==> config.mk <==
export PLATFORM = sky130hd
export DESIGN_NAME = seq_mult_param_flat
export DESIGN_NICKNAME = d
export VERILOG_FILES = /design/src/rtl/seq_mult_param_if.sv /design/src/rtl/seq_mult_param.sv /design/src/flat_wrapper.sv
export SDC_FILE = /design/constraint.sdc
export NUM_CORES = 1
export LEC_CHECK = 0
export BUFFER_PORTS_ARGS = -buffer_cell sky130_fd_sc_hd__buf_2
export CAP_MARGIN = 0
export CORE_MARGIN = 2
export CORE_UTILIZATION = 57
export DETAILED_ROUTE_END_ITERATION = 7
export PLACE_DENSITY_LB_ADDON = 0.1
export REMOVE_ABC_BUFFERS = 1
export SYNTH_ARGS = -nofsm -noshare
export SYNTH_HDL_FRONTEND = slang
export SYNTH_SLANG_ARGS = --single-unit
==> constraint.sdc <==
create_clock -name Clk -period 3.9 [get_ports Clk]
set_clock_uncertainty 0.05 [all_clocks]
set_input_delay 0.195 -clock Clk [delete_from_list [all_inputs] [get_ports Clk]]
set_output_delay 0.195 -clock Clk [all_outputs]
set_load 0.02 [all_outputs]
==> src/rtl/seq_mult_param_if.sv <==
// Operand/result bundle for the shift-add multiplier: level controls in,
// product halves and status out.
interface seq_mult_param_if #(
  parameter int WIDTH = 8
);
  logic             Run;
  logic             ClearA_LoadB;
  logic [WIDTH-1:0] Din;
  logic [WIDTH-1:0] Aval;
  logic [WIDTH-1:0] Bval;
  logic             X;
  logic             Busy;
  logic             Done;

  modport master (
    output Run, ClearA_LoadB, Din,
    input  Aval, Bval, X, Busy, Done
  );

  modport slave (
    input  Run, ClearA_LoadB, Din,
    output Aval, Bval, X, Busy, Done
  );
endinterface

==> src/rtl/seq_mult_param.sv <==
// Sequential shift-add multiplier: counter-driven IDLE/ADD/SHIFT/HOLD controller
// with A/B/X datapath; product {A,B} after 2*WIDTH edges, signed or unsigned.
module seq_mult_param #(
  parameter int WIDTH  = 8,
  parameter bit SIGNED = 1'b1
) (
  input logic             Clk,
  input logic             Reset_n,
  seq_mult_param_if.slave bus
);

  localparam int CW = (WIDTH > 2) ? $clog2(WIDTH) : 1;
  localparam logic [CW-1:0] LAST = CW'(WIDTH - 1);

  typedef enum logic [1:0] {IDLE, ADD, SHIFT, HOLD} state_t;

  state_t           state;
  logic [WIDTH-1:0] a;
  logic [WIDTH-1:0] b;
  logic [WIDTH-1:0] sreg;
  logic             x;
  logic [CW-1:0]    cnt;
  logic             busy;
  logic             done;

  // One partial-product step on {X,A}. In unsigned mode the extension bit is
  // forced to zero so the top bit of the sum is the carry; in signed mode the
  // final multiplier bit carries negative weight, hence the subtract.
  function automatic logic [WIDTH:0] add_step(
    input logic [WIDTH-1:0] a_in,
    input logic [WIDTH-1:0] s_in,
    input logic             last
  );
    logic signed [WIDTH:0] sa;
    logic signed [WIDTH:0] ss;
    sa = $signed({a_in[WIDTH-1] & SIGNED, a_in});
    ss = $signed({s_in[WIDTH-1] & SIGNED, s_in});
    if (SIGNED && last)
      return $unsigned(sa - ss);
    else
      return $unsigned(sa + ss);
  endfunction

  always_ff @(posedge Clk or negedge Reset_n) begin
    if (!Reset_n) begin
      state <= IDLE;
      a     <= '0;
      b     <= '0;
      x     <= 1'b0;
      sreg  <= '0;
      cnt   <= '0;
      busy  <= 1'b0;
      done  <= 1'b0;
    end else begin
      case (state)
        IDLE: begin
          if (bus.Run) begin
            sreg  <= bus.Din;
            a     <= '0;
            x     <= 1'b0;
            cnt   <= '0;
            state <= ADD;
            busy  <= 1'b1;
            done  <= 1'b0;
          end else if (bus.ClearA_LoadB) begin
            a <= '0;
            x <= 1'b0;
            b <= bus.Din;
          end
        end

        ADD: begin
          if (b[0])
            {x, a} <= add_step(a, sreg, cnt == LAST);
          state <= SHIFT;
        end

        SHIFT: begin
          a <= {x, a[WIDTH-1:1]};
          b <= {a[0], b[WIDTH-1:1]};
          if (!SIGNED)
            x <= 1'b0;
          if (cnt == LAST) begin
            state <= HOLD;
            busy  <= 1'b0;
            done  <= 1'b1;
          end else begin
            cnt   <= cnt + 1'b1;
            state <= ADD;
          end
        end

        HOLD: begin
          // No auto-restart: Run must drop before another multiply can begin.
          if (!bus.Run) begin
            state <= IDLE;
            done  <= 1'b0;
          end
        end

        default: begin
          state <= IDLE;
          busy  <= 1'b0;
          done  <= 1'b0;
        end
      endcase
    end
  end

  assign bus.Aval = a;
  assign bus.Bval = b;
  assign bus.X    = x;
  assign bus.Busy = busy;
  assign bus.Done = done;

endmodule
==> src/flat_wrapper.sv <==
// flat-port wrapper written by rule: the top's interface ports become plain ports
module seq_mult_param_flat 
#(
  parameter int WIDTH  = 8,
  parameter bit SIGNED = 1'b1
)
  (Clk, Reset_n, bus_Run, bus_ClearA_LoadB, bus_Din, bus_Aval, bus_Bval, bus_X, bus_Busy, bus_Done);
  seq_mult_param_if #(.WIDTH(WIDTH)) bus_i ();
  input logic Clk;
  input logic Reset_n;
  input wire logic [$bits(bus_i.Run)-1:0] bus_Run;
  input wire logic [$bits(bus_i.ClearA_LoadB)-1:0] bus_ClearA_LoadB;
  input wire logic [$bits(bus_i.Din)-1:0] bus_Din;
  output wire logic [$bits(bus_i.Aval)-1:0] bus_Aval;
  output wire logic [$bits(bus_i.Bval)-1:0] bus_Bval;
  output wire logic [$bits(bus_i.X)-1:0] bus_X;
  output wire logic [$bits(bus_i.Busy)-1:0] bus_Busy;
  output wire logic [$bits(bus_i.Done)-1:0] bus_Done;
  assign bus_i.Run = bus_Run;
  assign bus_i.ClearA_LoadB = bus_ClearA_LoadB;
  assign bus_i.Din = bus_Din;
  assign bus_Aval = bus_i.Aval;
  assign bus_Bval = bus_i.Bval;
  assign bus_X = bus_i.X;
  assign bus_Busy = bus_i.Busy;
  assign bus_Done = bus_i.Done;
  seq_mult_param #(.WIDTH(WIDTH), .SIGNED(SIGNED)) u_core (.Clk(Clk), .Reset_n(Reset_n), .bus(bus_i));
endmodule
[Word-level counts from Yosys, hierarchy flattened]
Cells that the tools add are included.
Widths: inputs -> output; s select.
Cells by class
  reduce and logical (&&, ||, !) cells: 13
  equality and inequality tests: 12
  add/subtract/negate cells: 3
  mux-type cells: 26
Operators by type and width (number)
  $mux 8: 5
  $pmux 8 s3: 1
  $pmux 8 s2: 1
  $reduce_and 3->1: 5
  $ne 2x2->1 const B: 5
  $add 8x8->9: 1
  $mux 9: 1
  $sub 8x8->9: 1
  $mux 1: 8
  $pmux 2 s4: 1
  $mux 2: 3
  $mux 3: 2
  $pmux 3 s2: 1
  $reduce_bool 3->1: 2
  $eq 2x2->1 const B: 2
  $ne 2x1->1 const B: 2
  $pmux 1 s2: 2
  $reduce_and 2->1: 2
  $reduce_and 4->1: 1
  $reduce_bool 2->1: 2
  $add 3x1->3 const B: 1
  $eq 3x3->1 const B: 1
  $ne 3x3->1 const B: 1
  $pmux 1 s3: 1
  other kinds (2): 2
Storage, ports and cells
  input port bits: 12
  word-level logic and storage cells: 62
  output and inout bits: 19
  flip-flop bits (word level): 32

[Longest topological paths before layout]
Gate-level depths: netlist of run 1.
  word-level depth: 4
  gate-level depth with buffers: 12
  gate-level depth less buffers: 11

[Least setup slack after synthesis of run 1]
OpenSTA, ideal clock, no wires.
  path type: reg-to-reg
  start point: register u_core.cnt[0]
  end point: register u_core.a[7], in the netlist u_core.bus.Aval[7]
  clock period less this slack: 2.804 ns
  cell stages (with the launch flop): 12
  buffers on the path: 2
  setup slack: 1.096 ns
  library setup time: 0.126 ns
  arrival time: 2.628 ns
  data required time: 3.724 ns
  path through: dfrtp_1 -> ha_1 -> ha_1 -> clkbuf_1 -> clkbuf_1 -> mux2i_1 -> ha_1 -> nor2b_1 -> o31a_1 -> o32ai_1 -> xor2_1 -> o22ai_1
On the way
  cells in the longest elaborated chain, start to end: 4
Ends and longest elaborated chain
  start, declared: line seq_mult_param.sv:22  | logic [CW-1:0] cnt;
  start signal, assigned: line seq_mult_param.sv:88  | cnt <= cnt + 1'b1;
  $eq 3x3->1: line seq_mult_param.sv:74  | {x, a} <= add_step(a, sreg, cnt == LAST);
  $mux 9: line seq_mult_param.sv:38  | if (SIGNED && last)
  $mux 8: line seq_mult_param.sv:73  | if (b[0])
  $pmux 8 s3: line seq_mult_param.sv:55  | case (state)
  end signal, assigned: line seq_mult_param.sv:74
  end signal, assigned: line seq_mult_param.sv:79  | a <= {x, a[WIDTH-1:1]};
  end, declared: line seq_mult_param.sv:18  | logic [WIDTH-1:0] a;
Every way passes these cells. The select of a mux whose other input is x is not followed.
A chain may end at the register's enable or synchronous reset.

[Final worst setup path of run 1]
Ends and elaborated chain as after synthesis.

==> results of run 1 <==
## worst max-delay path, stage by stage, from the launching register on
cell and delay (ns):
dfrtp_1 0.41, ha_1 0.17, ha_1 0.52, mux2i_1 0.40
ha_1 0.29, nor2b_1 0.14, o31a_1 0.27, o32ai_1 0.32
xor2_1 0.18, o22ai_1 0.09
## area by class of cell
| type | count | area, um^2 |
|---|---|---|
| clock buffers | 6 | 41.3 |
| fillers | 282 | 1110 |
| multi-input cells | 167 | 1180 |
| flip-flops and latches | 32 | 801 |
| inverters | 8 | 30.0 |
| well taps | 46 | 57.6 |
| repair buffers | 31 | 160 |
| clock inverters | 1 | 5.00 |
## through the flow
stage	power (mW)	hold WS, ns	cell area [um^2]	worst slack, ns	utilization
2_1_floorplan	1.69	-0.151	2020	1.32	-
3_3_place_gp	2.00	0.243	2220	1.14	0.656
3_5_place_dp	2.02	0.250	2220	0.997	0.656
4_1_cts	2.22	0.0471	2280	0.947	0.673
5_1_grt	2.41	0.0426	2280	0.686	0.673
6_report	2.21	0.0538	2280	0.946	0.673
## where the power goes
| group | switching [mW] | internal [mW] |
|---|---|---|
| clock | 0.116 | 0.0664 |
| sequential | 0.154 | 0.476 |
| combinational | 0.796 | 0.605 |
| total | 1.07 | 1.15 |
## synth_stat cells, types with 2 or more instances
cell type	n
a21o_1	2
a21oi_1	8
a22o_1	4
a22oi_1	3
a31oi_1	6
buf_2	4
clkbuf_1	5
dfrtp_1	32
ha_1	16
inv_1	7
mux2_2	8
mux2i_1	10
nand2_1	25
nand3_1	3
nor2_1	12
nor2b_1	3
nor3_1	5
o21a_1	5
o21ai_0	7
o21ai_1	16
o21bai_1	2
o22ai_1	2
xnor2_1	7
xor2_1	5
## registers in the layout, indices dropped and copies added (netlist names)
signal	count
u_core.bus.Bval	8
u_core.bus.Done	1
u_core.state	2
u_core.bus.Busy	1
u_core.bus.Aval	8
u_core.sreg	8
u_core.bus.X	1
u_core.cnt	3
## metal layers
metal | track usage | vias up | part of all wire
met4 | 0.0707 | 0 | 0.013
met3 | 0.0493 | 5 | 0.044
li1 | - | 832 | -
met1 | 0.308 | 764 | 0.49
met2 | 0.379 | 43 | 0.46
met5 | 0 | - | 0
## logic make-up (layout without fill, tap and decap cells)
| logic type | Yosys count | count (layout) | synth area share |
|---|---|---|---|
| buf+inv | 17 | 46 | 0.0335 |
| compound gates | 63 | 63 | 0.197 |
| fa+ha+maj | 17 | 17 | 0.107 |
| simple gates | 57 | 57 | 0.129 |
| flops | 32 | 32 | 0.390 |
| mux | 18 | 18 | 0.0926 |
| xor+xnor | 12 | 12 | 0.0512 |
## repair_timing
action	4_1_cts	5_1_grt
buffers inserted	0	0
hold buffers	1	0
setup endpoints to repair	0	0
endpoints found under the hold margin	32	0
## path summary, 6_finish.rpt
kind,startpoint,end,slack (ns),cells after the start
hold / removal,bus_Din[5],u_core.sreg[5],0.05,2
min in group asynchronous,Reset_n,u_core.bus.Aval[4],0.39,2
max in group asynchronous,Reset_n,u_core.cnt[1],2.93,2
hold reg to reg,u_core.bus.Bval[4],u_core.bus.Bval[4],0.47,2
setup reg to reg,u_core.cnt[0],u_core.bus.Aval[7],0.95,9
setup / recovery,u_core.cnt[0],u_core.bus.Aval[7],0.95,9
==> key figures, run 1 <==
Yosys
  – Synth top area cells: dfrtp_1 39%, ha_1 9.7%, mux2i_1 4.9%, nand2_1 4.6%, mux2_2 4.4%
  – Synth cell types: 43
  – Area share of the largest cell type after synthesis: 0.390
  – Synth Register Bits: 32
  – Primary FF master, synth: dfrtp_1
  – YS warnings: 0
  – Syn Area/Cell: 9.51 um^2
  – Synth area leader: dfrtp_1
  – Post-synth ARST share: 1.00
  – Sequential cell area fraction in the yosys report: 0.390
  – Syn Inst Count: 216
  – Post-synthesis cell area: 0.00205 mm^2
  – Post-synth EDFFs: 0

Global routing
  – Initial antenna violation count: 0
  – Largest net degree at the start of global routing: 33
  – Grt ovf: 0
  – Number of global-route vias before repair: 1584
  – First-pass GRT wire length: 7330 um
  – Total GRT Usage: 0.232

Clock tree
  – Max clock buf depth: 2
  – Reg clk slew, reported paths: 0.10 ns
  – Num CTS Buffers: 5
  – Root Driver: clkbuf_4
  – H-tree depth: 2
  – TritonCTS Sinks: 32
  – CTS tree: done
  – Clk_lat worst skew: 0.33 ns
  – Post_cts resized: 0

Setup path
  – Critical path arrival: 3.13 ns
  – Setup crit end kind: flip-flop
  – Worst Path Required: 4.07 ns
  – Setup crit start kind: flip-flop
  – Max FO, Critical Path: 17
  – CP Class: flip-flop to flip-flop

Drt
  – Vias/cell: 5.65
  – Post-Route WL: 4230 um
  – First-iteration detailed-routing DRC count: 88
  – WL/cell: 14.5 um
  – Pre-antenna DRT Iters: 4
  – Antenna Nets Post-Route: 0
  – Vias: 1644
  – DRC violations left: 0

Hold path
  – Hold crit path type: input port to flip-flop

Power and ir drop
  – PD cells: 971 mW/mm^2
  – VDD IR-drop max: 0.000499 V
  – Leakage power: 1.09 nW

Floorplan
  – Die Span X: 64.0 um
  – Initial Util: 0.606
  – Core Area: 0.00339 mm^2
  – FP Rows: 21
  – # IOs: 31
  – Die area: 0.00410 mm^2
  – Die Span Y: 64.0 um

Timing
  – F_max: 0.338 GHz
  – Final Cycle Share: 0.758
  – Fin. Hold Viols: 0
  – Final Critical Period: 2.95 ns
  – Slew HR: 0.287
  – Worst Tran Pin Value: 1.07 ns
  – Final setup fails: 0
  – Slew Limit Fails: 0
  – Unrepaired setup endpoints after global routing: no
  – Setup TNS: 0 ns

Final layout
  – Commonest cells after routing, fill and taps aside: 32 x dfrtp_1, 30 x buf_2, 25 x nand2_1
  – Layout net count: 274
  – Most common cell after layout, fill and taps aside: dfrtp_1
  – Area grow syn2layout: 11.0%
  – Diodes inserted: 0
  – Layout cells sized above 1: 0.208
  – Final std cells w/o fill: 291

Place
  – PortBufs: 30
  – DPL Wire Length: 3090 um
  – GPL Wtd Cong: 0.874
  – Placed insts: 283

Status
  – Status: completed

Flow run
  – Max-cap viol count: 0
Power figures use the tool's default switching activity.
==> run 2, diff against run 1 <==
--- a/config.mk
+++ b/config.mk
@@ -5,6 +5,7 @@
 export SDC_FILE = /design/constraint.sdc
 export NUM_CORES = 1
 export LEC_CHECK = 0
+export ABC_AREA = 1
 export BUFFER_PORTS_ARGS = -buffer_cell sky130_fd_sc_hd__buf_2
 export CAP_MARGIN = 0
 export CORE_MARGIN = 2
==> constraint.sdc (replaced) <==
create_clock -name Clk -period 3.1 [get_ports Clk]
set_clock_uncertainty 0.05 [all_clocks]
set_input_delay 0.155 -clock Clk [delete_from_list [all_inputs] [get_ports Clk]]
set_output_delay 0.155 -clock Clk [all_outputs]
set_load 0.02 [all_outputs]
==> run 2 against run 1 <==
Compared with the run above: clock-buffer cell count shrank 1; power grew 28%; utilization grew 0.14 points; worst hold slack gained 0.019 ns; wire length grew 11%; via count grew 16%; largest power group unchanged; critical endpoint is now u_core.bus.X.
==> key figures, run 2 <==
Power and ir drop
  – Leakage power: 1.37 nW
  – VDD IR-drop max: 0.000825 V
  – Part of the power in registers: 0.268
  – Sw Share: 0.490
  – Clock share of power: 0.140
  – Net Sw Power: 1.39 mW
  – Internal cell power: 1.45 mW
  – Gate power share: 0.593
  – PD cells: 1150 mW/mm^2

Place
  – Dpl ws: 0.574 ns
  – GPL Wtd Cong: 0.913
  – DPL Wire Length: 3500 um
  – PortBufs: 30

Clock tree
  – Num CTS Buffers: 5
  – CTS tree: done
  – Root Driver: clkbuf_8
  – Max clock buf depth: 2
  – H-tree depth: 2
  – Reg clk slew, reported paths: 0.07 ns
  – Clk_lat worst skew: 0.28 ns
  – TritonCTS Sinks: 32
  – Post-CTS setup buffer count: 0

Floorplan
  – Die area: 0.00429 mm^2
  – Core Area: 0.00366 mm^2
  – # IOs: 31
  – Initial Util: 0.590
  – Die Span X: 65.5 um
  – Die Span Y: 65.5 um
  – FP Rows: 22

Yosys
  – Synth area leader: dfrtp_1
  – YS warnings: 0
  – Most frequent cell after synthesis: nand2_1
  – Area share of the largest cell type after synthesis: 0.371
  – Synth cell types: 33
  – Synth Register Bits: 32
  – Syn Inst Count: 287
  – Post-synth EDFFs: 0
  – Post-synth ARST share: 1.00
  – Synth top area cells: dfrtp_1 37%, nand2_1 14%, ha_1 9.3%, inv_1 7.0%, o21ai_0 5.1%
  – Syn Area/Cell: 7.52 um^2
  – Synth cell count leaders: 81 x nand2_1, 40 x inv_1, 32 x dfrtp_1
  – Sequential cell area fraction in the yosys report: 0.371
  – Post-synthesis cell area: 0.00216 mm^2
  – Primary FF master, synth: dfrtp_1

Final layout
  – Register Area: 801 um^2
  – Multi-input gate area: 0.00115 mm^2
  – Most common cell after layout, fill and taps aside: nand2_1
  – Diodes inserted: 0
  – Layout net count: 349
  – Commonest cells after routing, fill and taps aside: 81 x nand2_1, 40 x inv_1, 32 x dfrtp_1
  – Filler cells: 326
  – Area grow syn2layout: 14.3%
  – Layout cells sized above 1: 0.181

Timing
  – Setup TNS: 0 ns
  – Slew Limit Fails: 0
  – Final setup fails: 0
  – Worst Tran Pin Value: 0.720 ns
  – Final Cycle Share: 0.826
  – F_max: 0.391 GHz
  – Slew HR: 0.520
  – Worst Setup Slack, final: 0.541 ns
  – Final Critical Period: 2.56 ns
  – Fin. Hold Viols: 0
  – Unrepaired setup endpoints after global routing: no

Drt
  – Pre-antenna DRT Iters: 4
  – Vias/cell: 5.19
  – First-iteration detailed-routing DRC count: 65
  – Antenna Nets Post-Route: 0
  – WL/cell: 12.7 um
  – Vias: 1914
  – Post-Route WL: 4690 um
  – DRC violations left: 0

Setup path
  – Worst Path Required: 3.22 ns
  – Max FO, Critical Path: 9
  – CP Class: flip-flop to flip-flop
  – Setup crit start kind: flip-flop
  – Setup crit end kind: flip-flop
  – Critical path arrival: 2.68 ns

Global routing
  – First-pass GRT wire length: 8470 um
  – Total GRT Usage: 0.259
  – Number of global-route vias before repair: 1899
  – Initial antenna violation count: 0
  – Grt ovf: 0
  – Largest net degree at the start of global routing: 33

Flow run
  – Max-cap viol count: 0

Status
  – Status: completed

Hold path
  – Hold crit path type: input port to flip-flop
run 2: cell types whose count changed in the layout (fill, tap and decap cells not counted), moves of 5 or more:
cell / before / now
nand2_1: 25 / 81
inv_1: 7 / 40
o21ai_0: 7 / 22
o21ai_1: 16 / 3
mux2i_1: 10 / 0
nand3_1: 3 / 11
inv_2: 1 / 8
mux2_2: 8 / 1
xnor2_1: 7 / 1
a21oi_1: 8 / 13
clkbuf_4: 5 / 0
clkbuf_8: 0 / 5
nor3_1: 5 / 0
run 2: power by group through the flow:
stage	registers, mW	logic, mW	clock network (mW)
finish	0.760	1.68	0.396
global route	0.785	1.95	0.423
CTS	0.759	1.69	0.407
detailed placement	0.764	1.67	0
global placement	0.760	1.64	0
floorplan	0.848	1.16	0
run 2: final cells by class:
class,count,area share
sequential,32,0.325
inverter,48,0.0730
clock buffer,5,0.0279
tap,48,0.0243
multi-input combinational,201,0.465
clock inverter,3,0.0172
timing repair buffer,32,0.0680
run 2: cell families after synthesis:
family | Yosys count | synth area share
mux | 1 | 0.00522
flops | 32 | 0.371
buf+inv | 54 | 0.0974
xor+xnor | 6 | 0.0243
fa+ha+maj | 17 | 0.102
simple gates | 118 | 0.232
compound gates | 59 | 0.168
run 2: per-stage QoR:
step / cell area [um^2] / hold WS [ns] / utilization / total power, mW / instances
after floorplan: 2130 / -0.191 / - / 2.01 / 281
after global placement: 2350 / 0.206 / 0.641 / 2.40 / 360
after detailed placement: 2350 / 0.201 / 0.641 / 2.44 / 360
after CTS: 2470 / 0.0697 / 0.674 / 2.86 / 369
after global routing: 2470 / 0.0664 / 0.674 / 3.15 / 369
final: 2470 / 0.0731 / 0.674 / 2.84 / 369
run 2: critical path, cell delays in order, from the launching register on:
cell     delay [ns]
dfrtp_1        0.39
ha_1           0.20
ha_1           0.28
nand2_1        0.12
o21ai_0        0.21
fa_1           0.53
nand3_1        0.11
nand3_1        0.10
a21oi_1        0.20
nand3_1        0.10
nand3_1        0.09
nand2_1        0.05
run 2: worst paths after layout:
kind | from | end | slack, ns | cells past startpoint
max in group asynchronous | Reset_n | u_core.bus.X | 2.13 | 2
worst min-delay path | bus_Din[7] | u_core.sreg[7] | 0.07 | 2
worst min register to register | u_core.cnt[0] | u_core.cnt[0] | 0.43 | 1
min in group asynchronous | Reset_n | u_core.bus.Bval[3] | 0.41 | 2
worst max-delay path | u_core.cnt[0] | u_core.bus.X | 0.54 | 11
worst max register to register | u_core.cnt[0] | u_core.bus.X | 0.54 | 11
run 2: repair_timing:
| action | CTS | global route |
|---|---|---|
| setup endpoints to repair | 0 | 0 |
| hold endpoints to repair | 32 | 0 |
| gates resized for setup | 0 | 0 |
| hold buffers | 1 | 0 |
run 2: layer usage:
layer	track usage	up-vias	routed length [um]
li1	-	990	-
met1	0.337	875	2140
met2	0.431	40	2260
met3	0.0514	9	202
met4	0.0859	0	90
met5	0	-	0
